<file path="src/rtl/serial_add_pkg.sv">
// Shared definitions for the bit-serial adder controller and its datapath.
//   - FSM state codes (2-bit binary, code 2'b11 is illegal)
//   - full-adder helper functions used by the datapath and the result capture
package serial_add_pkg;

    localparam logic [1:0] IDLE  = 2'b00;
    localparam logic [1:0] SHIFT = 2'b01;
    localparam logic [1:0] DONE  = 2'b10;

    // Carry out of a full adder.
    function automatic logic maj3(input logic a, input logic b, input logic c);
        return (a & b) | (a & c) | (b & c);
    endfunction

    // Sum bit of a full adder.
    function automatic logic sum_bit(input logic a, input logic b, input logic c);
        return a ^ b ^ c;
    endfunction

endpackage

</file>
<file path="src/rtl/serial_add_dp.sv">
// Bit-serial adder datapath: two right-shift operand registers and a carry flop.
// The sum is shifted back into the top of SR_A while SR_B drains to zero.
// Ports:
//   CLK       rising-edge clock
//   Clear_b   asynchronous active-low reset
//   load      parallel load of both operands, clears carry (priority over shift)
//   shift     one serial add step per edge
//   A_in      operand A
//   B_in      operand B
//   sr_a      current SR_A contents
//   carry     current carry flop
//   sr_b_lsb  current SR_B[0], lets the controller see the step in progress
module serial_add_dp
    import serial_add_pkg::*;
#(
    parameter int unsigned WIDTH = 4
) (
    input  logic             CLK,
    input  logic             Clear_b,
    input  logic             load,
    input  logic             shift,
    input  logic [WIDTH-1:0] A_in,
    input  logic [WIDTH-1:0] B_in,
    output logic [WIDTH-1:0] sr_a,
    output logic             carry,
    output logic             sr_b_lsb
);

    logic [WIDTH-1:0] sr_a_q;
    logic [WIDTH-1:0] sr_b_q;
    logic             carry_q;

    logic [WIDTH-1:0] sr_a_step;
    logic [WIDTH-1:0] sr_b_step;
    logic             carry_step;

    always_comb begin
        sr_a_step  = {sum_bit(sr_a_q[0], sr_b_q[0], carry_q), sr_a_q[WIDTH-1:1]};
        sr_b_step  = {1'b0, sr_b_q[WIDTH-1:1]};
        carry_step = maj3(sr_a_q[0], sr_b_q[0], carry_q);
    end

    always_ff @(posedge CLK or negedge Clear_b) begin
        if (!Clear_b) begin
            sr_a_q  <= '0;
            sr_b_q  <= '0;
            carry_q <= 1'b0;
        end else if (load) begin
            sr_a_q  <= A_in;
            sr_b_q  <= B_in;
            carry_q <= 1'b0;
        end else if (shift) begin
            sr_a_q  <= sr_a_step;
            sr_b_q  <= sr_b_step;
            carry_q <= carry_step;
        end
    end

    assign sr_a     = sr_a_q;
    assign carry    = carry_q;
    assign sr_b_lsb = sr_b_q[0];

endmodule

</file>
<file path="src/rtl/serial_add_ctrl.sv">
// Sequencing controller for the bit-serial adder. Accepts an operand pair on a
// start/ready handshake, runs WIDTH shift steps, then presents {carry_out, sum}
// with a one-cycle done pulse. abort during SHIFT returns to IDLE without done.
// Ports:
//   CLK            rising-edge clock
//   Clear_b        asynchronous active-low reset
//   start          request, accepted only while ready
//   abort          synchronous cancel of an in-flight operation
//   A_in, B_in     operands, sampled on the accepting edge
//   ready          high in IDLE
//   busy           high in SHIFT
//   shift_control  shift enable to the datapath (equals busy)
//   done           one-cycle result-valid pulse
//   sum            registered result, held until the next done
//   carry_out      registered final carry, held with sum
module serial_add_ctrl
    import serial_add_pkg::*;
#(
    parameter int unsigned WIDTH = 4
) (
    input  logic             CLK,
    input  logic             Clear_b,
    input  logic             start,
    input  logic             abort,
    input  logic [WIDTH-1:0] A_in,
    input  logic [WIDTH-1:0] B_in,
    output logic             ready,
    output logic             busy,
    output logic             shift_control,
    output logic             done,
    output logic [WIDTH-1:0] sum,
    output logic             carry_out
);

    localparam int unsigned CW = $clog2(WIDTH + 1);

    logic [1:0]       state_q;
    logic [1:0]       state_d;
    logic [CW-1:0]    count_q;
    logic [CW-1:0]    count_d;
    logic [WIDTH-1:0] sum_q;
    logic             carry_out_q;

    logic             load;
    logic             capture;

    logic [WIDTH-1:0] sr_a;
    logic             carry;
    logic             sr_b_lsb;

    // Result of the step taking place on this edge. Captured on the final
    // shift edge so sum is already valid during the DONE cycle.
    logic [WIDTH-1:0] sum_final;
    logic             carry_final;

    always_comb begin
        sum_final   = {sum_bit(sr_a[0], sr_b_lsb, carry), sr_a[WIDTH-1:1]};
        carry_final = maj3(sr_a[0], sr_b_lsb, carry);
    end

    always_comb begin
        state_d = state_q;
        count_d = count_q;
        load    = 1'b0;
        capture = 1'b0;
        case (state_q)
            IDLE: begin
                if (start) begin
                    load    = 1'b1;
                    count_d = CW'(WIDTH);
                    state_d = SHIFT;
                end
            end
            SHIFT: begin
                count_d = count_q - CW'(1);
                // abort wins over the final shift: no capture, no done
                if (abort) begin
                    count_d = '0;
                    state_d = IDLE;
                end else if (count_q == CW'(1)) begin
                    capture = 1'b1;
                    state_d = DONE;
                end
            end
            DONE: begin
                state_d = IDLE;
            end
            default: begin
                // illegal code 2'b11
                count_d = '0;
                state_d = IDLE;
            end
        endcase
    end

    always_ff @(posedge CLK or negedge Clear_b) begin
        if (!Clear_b) begin
            state_q     <= IDLE;
            count_q     <= '0;
            sum_q       <= '0;
            carry_out_q <= 1'b0;
        end else begin
            state_q <= state_d;
            count_q <= count_d;
            if (capture) begin
                sum_q       <= sum_final;
                carry_out_q <= carry_final;
            end
        end
    end

    assign ready         = (state_q == IDLE);
    assign busy          = (state_q == SHIFT);
    assign shift_control = busy;
    assign done          = (state_q == DONE);
    assign sum           = sum_q;
    assign carry_out     = carry_out_q;

    serial_add_dp #(
        .WIDTH (WIDTH)
    ) u_dp (
        .CLK      (CLK),
        .Clear_b  (Clear_b),
        .load     (load),
        .shift    (shift_control),
        .A_in     (A_in),
        .B_in     (B_in),
        .sr_a     (sr_a),
        .carry    (carry),
        .sr_b_lsb (sr_b_lsb)
    );

endmodule

</file>
<file path="config.mk">
export PLATFORM = sky130hd
export DESIGN_NAME = serial_add_ctrl
export DESIGN_NICKNAME = d
export VERILOG_FILES = /design/src/rtl/serial_add_pkg.sv /design/src/rtl/serial_add_dp.sv /design/src/rtl/serial_add_ctrl.sv
export SDC_FILE = /design/constraint.sdc
export NUM_CORES = 1
export LEC_CHECK = 0
export CORE_MARGIN = 10
export CORE_UTILIZATION = 40
export CTS_BUF_LIST = sky130_fd_sc_hd__clkbuf_8 sky130_fd_sc_hd__clkbuf_16
export DETAILED_ROUTE_END_ITERATION = 6
export PLACE_DENSITY = 0.64
export REMOVE_ABC_BUFFERS = 1
export SETUP_SLACK_MARGIN = 0.02
export SYNTH_ARGS = -nofsm -noshare
export SYNTH_HDL_FRONTEND = slang
export SYNTH_SLANG_ARGS = --single-unit
export TNS_END_PERCENT = 20
</file>
<file path="constraint.sdc">
create_clock -name CLK -period 2.5 [get_ports CLK]
set_clock_uncertainty 0.15 [all_clocks]
set_input_delay 0.625 -clock CLK [delete_from_list [all_inputs] [get_ports CLK]]
set_output_delay 0.625 -clock CLK [all_outputs]
set_load 0.05 [all_outputs]
</file>
==> results.md <==
* Grt ovf at 0
* Mapped Avg Cell Area at 11.1 um2
* First-pass iteration count of the detailed router at 4
* Cells after Synth at 84
* Slew at the pin closest to its max-slew limit at 501 ps
* Flop pwr share at 0.372
* Reg2Reg Depth at 4
* Overall power at 0.00139 W
* Final RePlAce weighted congestion at 0.875
* Status: finished clean
* Maximum buffer depth of the clock tree at 2
* Ordered cell list for the critical path: nor2b_2 > buf_12
* Postcts setup bufs at 0
* Sw frac at 0.414
* Distinct cells, synth at 29
* Max FO, Critical Path at 12
* Number of global-route vias before repair at 759
* Psw at 0.000577 W
* CTS tree: done
* Core area at 0.00221 mm2
* Initial antenna violation count at 0
* CP max-delay cell: dfrtp_1
* Layout cells sized above 1 at 0.178
* Largest net degree at the start of global routing at 20
* Clock network power share at 0.149
* Leakage at 0.557 nW
* Vias at 704
* Reg2reg start: state_q[1]$_DFFE_PN0P_
* Number of clock sinks at 19
* Vert. Die Dim at 68.2 um
* Nets at 123
* Slowest cell delay on critical path at 530 ps
* Most frequent cells in the layout: dfrtp_1 (19), clkdlybuf4s50_1 (16), a22oi_1 (9)
* ANT cells at 0
* Total track usage at 0.103
* Post-route DRC at 0
* FP Rows at 17
* Critical path buffer and inverter count at 1
* Clock root cell: clkbuf_8
* CP endpoint: shift_control
* Slew Limit Fails at 0
* Total CTS buffers at 3
* Ports at 21
* Critical Path RT at 1730 ps
* Achievable frequency at 457 MHz
* Yosys reg bits at 19
* WL/cell at 15.7 um
* Skew-Pair Late Insertion Delay at 250 ps
* Crit. Startpoint: state_q[1]$_DFFE_PN0P_
* Drt via density at 5.21
* Number of H-tree levels at 1
* Crit start category: flip-flop
* P per Cell Area at 1130 mW/mm2
* Crit path depth at 2
* Fin crit share at 0.875
* Unrepaired setup endpoints after global routing: false
* Crit path arrival time at 1410 ps
* Crit path max-delay family: flip-flops
* Setup Viol. Count Final at 0
* Crit path capture type: output port
* Antenna Nets Post-Route at 0
* Die Area at 0.00465 mm2
* Critical setup path kind: reg -> out
* Cell area after synthesis at 930 um2
* Port Buffers at 20
* Relative slew slack at 0.665
* Worst flop-to-flop path endpoint: sum[1]$_DFFE_PN0P_
* Gates resized, CTS repair at 0
* Area growth, synth to finish at 33.0%
* Die width at 68.2 um
* CTS Hold Bufs at 0
* Hold crit path type: reg -> reg
* Combinational Power Share at 0.479
* Period minus WS final at 2190 ps
* Initial DRC Count at 16
* Sequential fraction of the synthesis area at 0.511
* R2r setup slk at 550 ps
* First-pass GRT wire length at 3710 um
* Pint at 0.000815 W
* Max cap viols at 0
* Initial Utilization at 0.420
* Most common cell after layout, fill and taps aside: dfrtp_1
* Clk slew on worst S/H paths at 70 ps
* Detailed placer's ending HPWL at 1620 um
* Detailed Route WL at 2110 um
* Final Hold Viols at 0
* Synth warnings at 0
* Maximum VDD drop at 623 uV
* Final TNS setup at 0 ps
[stage by stage]
| stage | cell area [um2] | util | hold WS [ps] | cells | setup WS [ps] |
|---|---|---|---|---|---|
| final | 1240 | 0.559 | 343 | 135 | 312 |
| after global routing | 1240 | 0.559 | 374 | 135 | 256 |
| after CTS | 1240 | 0.559 | 338 | 135 | 310 |
| after detailed placement | 1190 | 0.538 | 322 | 131 | 414 |
| after global placement | 1190 | 0.538 | 317 | 131 | 431 |
| after floorplan | 898 | - | 179 | 79 | 76.5 |
[cell usage after synthesis]
cell,count,area (um2)
o31ai_1,1,7.51
buf_4,1,7.51
a32o_1,1,10.0
a31o_2,1,8.76
a31oi_1,1,6.26
clkbuf_1,1,3.75
mux2_2,5,56.3
nor3_1,1,5.00
fa_1,1,20.0
a2bb2oi_1,3,26.3
a21oi_1,1,5.00
nand2_1,6,22.5
inv_1,7,26.3
a22oi_1,9,67.6
o31a_1,1,8.76
o22ai_1,1,6.26
a22o_1,1,8.76
buf_1,1,3.75
buf_6,1,11.3
nor2b_1,3,18.8
nor2_1,4,15.0
nand2b_1,1,6.26
o21ai_0,7,35.0
o21bai_1,1,7.51
nor2b_2,1,8.76
ha_1,2,25.0
nand4_4,1,21.3
dfrtp_1,19,475
buf_2,1,5.00
[power by group through the flow]
stage | logic [W] | clock network (W) | registers (W)
after floorplan | 0.000310 | 0 | 0.000621
after detailed placement | 0.000673 | 0 | 0.000520
after CTS | 0.000673 | 0.000209 | 0.000517
final | 0.000667 | 0.000207 | 0.000518
after global placement | 0.000665 | 0 | 0.000515
after global routing | 0.000730 | 0.000225 | 0.000535
[worst min-delay path: stages, from the launching register on]
cell	delay, ps
dfrtp_1	350
nand2_1	50
o21ai_0	60
[layout make-up]
class / count / area (um2)
inverter: 7 / 26.3
fill: 205 / 976
multi-input combinational: 53 / 397
sequential: 19 / 475
clock inverter: 1 / 3.75
timing repair buffer: 24 / 258
tap: 28 / 35.0
clock buffer: 3 / 41.3
[metal layers]
metal,GRT usage,wire length (um),vias up
met1,0.141,1000,344
li1,-,-,344
met2,0.151,975,14
met4,0.0302,10,0
met5,0,0,-
met3,0.0326,124,2
[cells by family after synthesis]
kind of cell	after synthesis	synth area share
flops	19	0.511
mux	5	0.0606
buf+inv	12	0.0619
compound gates	28	0.213
simple gates	17	0.105
fa+ha+maj	3	0.0484
[worst min path at each step]
stage,endpoint,cells past startpoint,start
2_1_floorplan,carry_out$_DFFE_PN0P_,0,Clear_b
3_3_place_gp,u_dp.sr_b_q[1]$_DFFE_PN0P_,2,u_dp.sr_b_q[1]$_DFFE_PN0P_
3_5_place_dp,u_dp.sr_b_q[1]$_DFFE_PN0P_,2,u_dp.sr_b_q[1]$_DFFE_PN0P_
4_1_cts,u_dp.sr_b_q[1]$_DFFE_PN0P_,2,u_dp.sr_b_q[1]$_DFFE_PN0P_
5_1_grt,u_dp.sr_b_q[3]$_DFFE_PN0P_,1,u_dp.sr_b_q[3]$_DFFE_PN0P_
6_report,u_dp.sr_b_q[1]$_DFFE_PN0P_,2,u_dp.sr_b_q[1]$_DFFE_PN0P_
[flip-flops by register name, summed over array words and instances (netlist names)]
register / flops
state_q: 2
count_q: 3
u_dp.sr_b_q: 4
sum: 4
carry_out: 1
u_dp.sr_a: 4
u_dp.carry: 1
(Power assumes the default switching activity.)
